===== src/rtl/uart_rx_framer_if.sv =====
// Serial line plus received-frame reporting for uart_rx_framer.
// master: drives serial_in and observes results (line side / testbench).
// slave:  the receiver itself.
interface uart_rx_framer_if #(
  parameter int unsigned INPUT_DATA_WIDTH = 8
);
  logic                        serial_in;
  logic [INPUT_DATA_WIDTH-1:0] received_data;
  logic                        data_is_valid;
  logic                        rx_error;
  logic                        framing_error;
  logic                        rx_busy;

  modport master (
    output serial_in,
    input  received_data, data_is_valid, rx_error, framing_error, rx_busy
  );

  modport slave (
    input  serial_in,
    output received_data, data_is_valid, rx_error, framing_error, rx_busy
  );
endinterface


===== src/rtl/uart_rx_framer.sv =====
// UART receiver: oversamples serial_in, reassembles LSB-first frames
// (start, data, optional parity, stop) and reports one-cycle valid,
// parity-error or framing-error pulses.
// Optional build macro UART_RX_MAJORITY_VOTE_EN: each bit decision becomes a
// 2-of-3 vote over the three samples around mid-bit (same decision timing).
module uart_rx_framer #(
  parameter int unsigned INPUT_DATA_WIDTH           = 8,
  parameter int unsigned PARITY_ENABLED             = 1,
  parameter int unsigned PARITY_TYPE                = 0,
  parameter int unsigned CLOCKS_PER_BIT             = 8,
  parameter int unsigned NUMBER_OF_RX_SYNCHRONIZERS = 3
) (
  input  logic           clk,
  input  logic           reset,
  uart_rx_framer_if.slave rx
);

  localparam int unsigned W     = INPUT_DATA_WIDTH;
  localparam int unsigned N     = NUMBER_OF_RX_SYNCHRONIZERS;
  localparam int unsigned CW    = $clog2(CLOCKS_PER_BIT);
  localparam int unsigned IDX_W = (W > 1) ? $clog2(W) : 1;
  localparam int unsigned HALF  = CLOCKS_PER_BIT / 2;

  typedef enum logic [2:0] {IDLE, START, DATA, PARITY, STOP, BREAK} state_t;

  state_t          state, state_n;
  logic [N-1:0]    sync;
  logic            s_sync;
  logic [CW-1:0]   count, count_n;
  logic [IDX_W-1:0] idx, idx_n;
  logic [W-1:0]    shreg, shreg_n;
  logic [W:0]      shift_tmp;
  logic            par_bit, par_bit_n;
  logic [W-1:0]    data_q, data_n;
  logic            valid_q, valid_n;
  logic            perr_q, perr_n;
  logic            ferr_q, ferr_n;
  logic            h_mid;
  logic            bit_dec;
  logic            at_decide;
  logic            parity_ok;
`ifdef UART_RX_MAJORITY_VOTE_EN
  logic            h_pre;
`endif

  assign s_sync    = sync[N-1];
  assign at_decide = (count == CW'(HALF + 1));
  assign shift_tmp = {bit_dec, shreg};
  assign parity_ok = (PARITY_ENABLED == 0) ||
                     (par_bit == ((^shreg) ^ (PARITY_TYPE != 0)));

`ifdef UART_RX_MAJORITY_VOTE_EN
  assign bit_dec = (h_pre & h_mid) | (h_pre & s_sync) | (h_mid & s_sync);
`else
  assign bit_dec = h_mid;
`endif

  assign rx.received_data = data_q;
  assign rx.data_is_valid = valid_q;
  assign rx.rx_error      = perr_q;
  assign rx.framing_error = ferr_q;
  assign rx.rx_busy       = (state != IDLE);

  // Synchronizer chain on the asynchronous line, idling high.
  always_ff @(posedge clk) begin
    if (reset) sync <= '1;
    else       sync <= {sync[N-2:0], rx.serial_in};
  end

  // Capture the samples leading up to the decision point.
  always_ff @(posedge clk) begin
    if (reset) begin
      h_mid <= 1'b1;
`ifdef UART_RX_MAJORITY_VOTE_EN
      h_pre <= 1'b1;
`endif
    end else begin
      if (count == CW'(HALF)) h_mid <= s_sync;
`ifdef UART_RX_MAJORITY_VOTE_EN
      if (count == CW'(HALF - 1)) h_pre <= s_sync;
`endif
    end
  end

  // State and datapath registers.
  always_ff @(posedge clk) begin
    if (reset) begin
      state   <= IDLE;
      count   <= '0;
      idx     <= '0;
      shreg   <= '0;
      par_bit <= 1'b0;
      data_q  <= '0;
      valid_q <= 1'b0;
      perr_q  <= 1'b0;
      ferr_q  <= 1'b0;
    end else begin
      state   <= state_n;
      count   <= count_n;
      idx     <= idx_n;
      shreg   <= shreg_n;
      par_bit <= par_bit_n;
      data_q  <= data_n;
      valid_q <= valid_n;
      perr_q  <= perr_n;
      ferr_q  <= ferr_n;
    end
  end

  // Next-state, bit assembly and result pulses.
  always_comb begin
    state_n   = state;
    count_n   = (count == CW'(CLOCKS_PER_BIT - 1)) ? '0 : count + CW'(1);
    idx_n     = idx;
    shreg_n   = shreg;
    par_bit_n = par_bit;
    data_n    = data_q;
    valid_n   = 1'b0;
    perr_n    = 1'b0;
    ferr_n    = 1'b0;
    case (state)
      IDLE: begin
        // The cycle that sees the falling edge is sample 0 of the start bit,
        // so START begins at count 1; decisions then land on count HALF+1.
        count_n = CW'(1);
        if (!s_sync) state_n = START;
      end
      START: begin
        if (at_decide) begin
          if (bit_dec) state_n = IDLE;
          else begin
            state_n = DATA;
            idx_n   = '0;
          end
        end
      end
      DATA: begin
        if (at_decide) begin
          shreg_n = shift_tmp[W:1];
          if (idx == IDX_W'(W - 1)) state_n = (PARITY_ENABLED != 0) ? PARITY : STOP;
          else                      idx_n   = idx + IDX_W'(1);
        end
      end
      PARITY: begin
        if (at_decide) begin
          par_bit_n = bit_dec;
          state_n   = STOP;
        end
      end
      STOP: begin
        if (at_decide) begin
          if (bit_dec) begin
            state_n = IDLE;
            if (parity_ok) begin
              data_n  = shreg;
              valid_n = 1'b1;
            end else begin
              perr_n = 1'b1;
            end
          end else begin
            ferr_n  = 1'b1;
            state_n = BREAK;
          end
        end
      end
      BREAK: begin
        if (s_sync) state_n = IDLE;
      end
      default: state_n = IDLE;
    endcase
  end

endmodule

===== src/flat_wrapper.sv =====
// flat-port wrapper written by rule: the top's interface ports become plain ports
module uart_rx_framer_flat 
#(
  parameter int unsigned INPUT_DATA_WIDTH           = 8,
  parameter int unsigned PARITY_ENABLED             = 1,
  parameter int unsigned PARITY_TYPE                = 0,
  parameter int unsigned CLOCKS_PER_BIT             = 8,
  parameter int unsigned NUMBER_OF_RX_SYNCHRONIZERS = 3
)
  (clk, reset, rx_serial_in, rx_received_data, rx_data_is_valid, rx_rx_error, rx_framing_error, rx_rx_busy);
  uart_rx_framer_if #(.INPUT_DATA_WIDTH(INPUT_DATA_WIDTH)) rx_i ();
  input  logic clk;
  input  logic reset;
  input wire logic [$bits(rx_i.serial_in)-1:0] rx_serial_in;
  output wire logic [$bits(rx_i.received_data)-1:0] rx_received_data;
  output wire logic [$bits(rx_i.data_is_valid)-1:0] rx_data_is_valid;
  output wire logic [$bits(rx_i.rx_error)-1:0] rx_rx_error;
  output wire logic [$bits(rx_i.framing_error)-1:0] rx_framing_error;
  output wire logic [$bits(rx_i.rx_busy)-1:0] rx_rx_busy;
  assign rx_i.serial_in = rx_serial_in;
  assign rx_received_data = rx_i.received_data;
  assign rx_data_is_valid = rx_i.data_is_valid;
  assign rx_rx_error = rx_i.rx_error;
  assign rx_framing_error = rx_i.framing_error;
  assign rx_rx_busy = rx_i.rx_busy;
  uart_rx_framer #(.INPUT_DATA_WIDTH(INPUT_DATA_WIDTH), .PARITY_ENABLED(PARITY_ENABLED), .PARITY_TYPE(PARITY_TYPE), .CLOCKS_PER_BIT(CLOCKS_PER_BIT), .NUMBER_OF_RX_SYNCHRONIZERS(NUMBER_OF_RX_SYNCHRONIZERS)) u_core (.clk(clk), .reset(reset), .rx(rx_i));
endmodule

===== config.mk =====
export PLATFORM = sky130hd
export DESIGN_NAME = uart_rx_framer_flat
export DESIGN_NICKNAME = d
export VERILOG_FILES = /design/src/rtl/uart_rx_framer_if.sv /design/src/rtl/uart_rx_framer.sv /design/src/flat_wrapper.sv
export SDC_FILE = /design/constraint.sdc
export NUM_CORES = 1
export LEC_CHECK = 0
export BUFFER_PORTS_ARGS = -buffer_cell sky130_fd_sc_hd__clkbuf_2
export CAP_MARGIN = 20
export CORE_MARGIN = 2
export CORE_UTILIZATION = 57
export DETAILED_ROUTE_END_ITERATION = 6
export PLACE_DENSITY = 0.74
export SETUP_SLACK_MARGIN = 0.5
export SYNTH_ARGS = -nofsm -noshare
export SYNTH_HDL_FRONTEND = slang
export SYNTH_SLANG_ARGS = --single-unit
export TNS_END_PERCENT = 10

===== constraint.sdc =====
create_clock -name clk -period 2.6 [get_ports clk]
set_clock_uncertainty 0.15 [all_clocks]
set_input_delay 0.26 -clock clk [delete_from_list [all_inputs] [get_ports clk]]
set_output_delay 0.26 -clock clk [all_outputs]
set_load 0.05 [all_outputs]

==> impl_metrics.tcl <==
set metrics [dict create \
    syn_inst 170 \
    drc_errors 0 \
    cts_max_level 2 \
    setup_viol_count_final 0 \
    worst-path-max-fanout 17 \
    cp_num_buf_inv 0 \
    slew_viol_final 0 \
    pin_count 15 \
    initialDrtViolationCount 33 \
    area_growth_pct 8.70 \
    cts_root_buffer "clkbuf_4" \
    crit_family "flip-flops" \
    p_per_area_mw_per_mm2 495 \
    grt_pass1_wl_um 4840 \
    worst_pin_slew_ns 0.690 \
    min_path_cells 1 \
    vias 1191 \
    start_kind "register" \
    avgSynthCellArea_um2 9.39 \
    antenna_found_initial 0 \
    ys_seq_area_share_pct 41.4 \
    firstDrtPassIters 4 \
    ys_ff_latch 33 \
    path_class "reg2reg" \
    routed_wl_um 2750 \
    cp_slowest_cell "dfxtp_1" \
    grt-ovfl-total 0 \
    core_area_mm2 0.00271 \
    slew_headroom_pct 54.0 \
    ys.flop_type "dfxtp_1" \
    cp.required_ns 2.65 \
    critPathCaptureType "register" \
    clkPwrFrac_pct 31.6 \
    drive_above_1_share_pct 19.7 \
    wl_per_cell_um 12.8 \
    yosysWarningCount 0 \
    grt_pass1_vias 1096 \
    cts.sinks 33 \
    yosys-mux-area-fraction_pct 7.05 \
    grt.total_usage_pct 19.5 \
    vdd_drop_max_mv 0.460 \
    final_cells 214 \
    place.gp.congestion 0.795 \
    cpPeakStageDelay_ns 0.64 \
    synthAdderAreaFrac_pct 4.70 \
    io_buffers 14 \
    status "finished clean" \
    hp-class "reg2reg" \
    fp.dieW_um 56.9 \
    min_period_ns 2.12 \
    synthArstFlopShare_pct 0 \
    die_area_mm2 0.00324 \
    hold_end "u_core.sync[1]$_SDFF_PP1_" \
    worstPathCellList "or3b_2 -> a221oi_4 -> mux2i_1 -> nor2_1" \
    nNetsFinal 191 \
    postRouteAntennaNets 0 \
    power_switching_w 0.000219 \
    r2r_cells 4 \
    initial_core_util_pct 58.9 \
    pwr-share-comb_pct 7.5 \
    switching_share_pct 25.5 \
    startpoint "u_core.state[0]$_SDFFE_PP0P_" \
    syn_area_mm2 0.00160 \
    final_cell_mix "dfxtp_1, nand2b_1, a21oi_1" \
    p_leak_nw 0.655 \
    synth_compound_area_share_pct 13.2 \
    cts-buffers-inserted 5 \
    fin_crit_sh_pct 81.5 \
    drv_cap 0 \
    synth_top_family_by_area "simple AND/OR/NAND/NOR gates" \
    rows 19 \
    clk_latency_ns 0.33 \
    reg2reg_slack_ns 0.48 \
    syn_nets 179 \
    hold_viol 0 \
    seq_power_share_pct 61.0 \
    diodes 0 \
    fmax_mhz 472 \
    hold_start "u_core.sync[0]$_SDFF_PP1_" \
    intPower_w 0.000640 \
    post-cts-setup-buffers 0 \
    ys_types 37 \
    rsz0062_at_grt "yes" \
    tns_ns 0 \
    cts_tree "yes" \
    synth_edf_count 0 \
    clock_path_buffers 2 \
    arrival_ns 2.17 \
    worstReg2RegEnd "u_core.idx[0]$_SDFFE_PP0P_" \
    via_per_inst 5.57 \
    synth_xor_xnor_area_share_pct 5.64 \
    die_height_um 56.9 \
    layout_commonest_cell "dfxtp_1" \
    synthSimpleGateAreaFrac_pct 24.9 \
    place_inst 205 \
    grt_max_degree 42 \
    path_clk_slew_ns 0.10 \
    reg2reg_from "u_core.state[0]$_SDFFE_PP0P_" \
    dp_hpwl_um 1860 \
]
## metal layers
metal	GRT usage [%]	routed length (um)	vias to the layer above	part of all wire, %
met5	0	0	-	0
met4	8.64	65	0	2.4
met3	6.91	106	8	3.9
met2	29.9	1290	27	47
met1	24.8	1280	541	47
li1	-	-	615	-
## through the flow
stage | hold WS (ns) | power [W] | setup WS, ns | utilization [%] | cell area, um2
2_1_floorplan | 0.214 | 0.000585 | 0.599 | - | 1600
3_3_place_gp | 0.243 | 0.000594 | 0.548 | 61.5 | 1670
3_5_place_dp | 0.249 | 0.000597 | 0.478 | 61.5 | 1670
4_1_cts | 0.276 | 0.000870 | 0.493 | 63.9 | 1730
5_1_grt | 0.298 | 0.000905 | 0.378 | 64.0 | 1740
6_report | 0.271 | 0.000859 | 0.480 | 64.0 | 1740
## power by group through the flow
stage                     clock network, W  registers, W   logic, W
after floorplan                          0      0.000528  0.0000562
after global placement                   0      0.000534  0.0000602
after detailed placement                 0      0.000535  0.0000625
after CTS                         0.000283      0.000523  0.0000636
after global routing              0.000308      0.000526  0.0000712
final                             0.000271      0.000524  0.0000641
## cells by family (layout without fill, tap and decap cells)
group | Yosys count | in the layout
AOI/OAI and AO/OA | 33 | 33
xor gates and xnor gates | 7 | 7
adders and majority gates | 6 | 6
buffers and inverters | 13 | 26
DFF | 33 | 33
muxes | 10 | 10
and+or+nand+nor | 68 | 68
## final cells by class
type / count / area (um2)
inverters: 3 / 11.3
repair buffers: 15 / 80.1
well taps: 31 / 38.8
multi-input cells: 124 / 891
clock buffers: 6 / 41.3
clock inverters: 2 / 10.0
fillers: 246 / 975
flip-flops and latches: 33 / 663
## registers in the layout (all words and copies together) (netlist names)
| register | flops |
|---|---|
| u_core.state | 3 |
| u_core.count | 3 |
| u_core.rx.rx_error | 1 |
| u_core.rx.data_is_valid | 1 |
| u_core.par_bit | 1 |
| u_core.sync | 3 |
| u_core.bit_dec | 1 |
| u_core.idx | 3 |
| u_core.shreg | 8 |
| u_core.rx.received_data | 8 |
| u_core.rx.framing_error | 1 |
## how the worst max path moves through the flow
stage	slack (ns)	depth (start not counted)	to
6_report	0.48	4	u_core.idx[0]$_SDFFE_PP0P_
3_3_place_gp	0.55	6	u_core.idx[0]$_SDFFE_PP0P_
3_5_place_dp	0.48	6	u_core.idx[0]$_SDFFE_PP0P_
4_1_cts	0.49	4	u_core.rx.received_data[2]$_SDFFE_PP0P_
5_1_grt	0.38	4	u_core.idx[0]$_SDFFE_PP0P_
2_1_floorplan	0.60	6	u_core.idx[0]$_SDFFE_PP0P_
## cells in the mapped netlist (all sizes together) (4+ instances only)
master  count  area [um2]
ha          6        75.1
nand3       5        25.0
mux2i      10         113
nand2b     18         113
clkbuf      9        33.8
a21oi      15        75.1
o21ai      11        55.1
nand2      13        48.8
dfxtp      33         661
or2         4        25.0
nor2        9        33.8
## what timing repair did
item	in CTS	in global routing
hold endpoints to repair	1	0
endpoints found under the setup margin	3	20
hold buffers	1	0
resized for setup	2	2
pin swaps	1	0
gates cloned	0	0
Power figures use the tool's default switching activity.
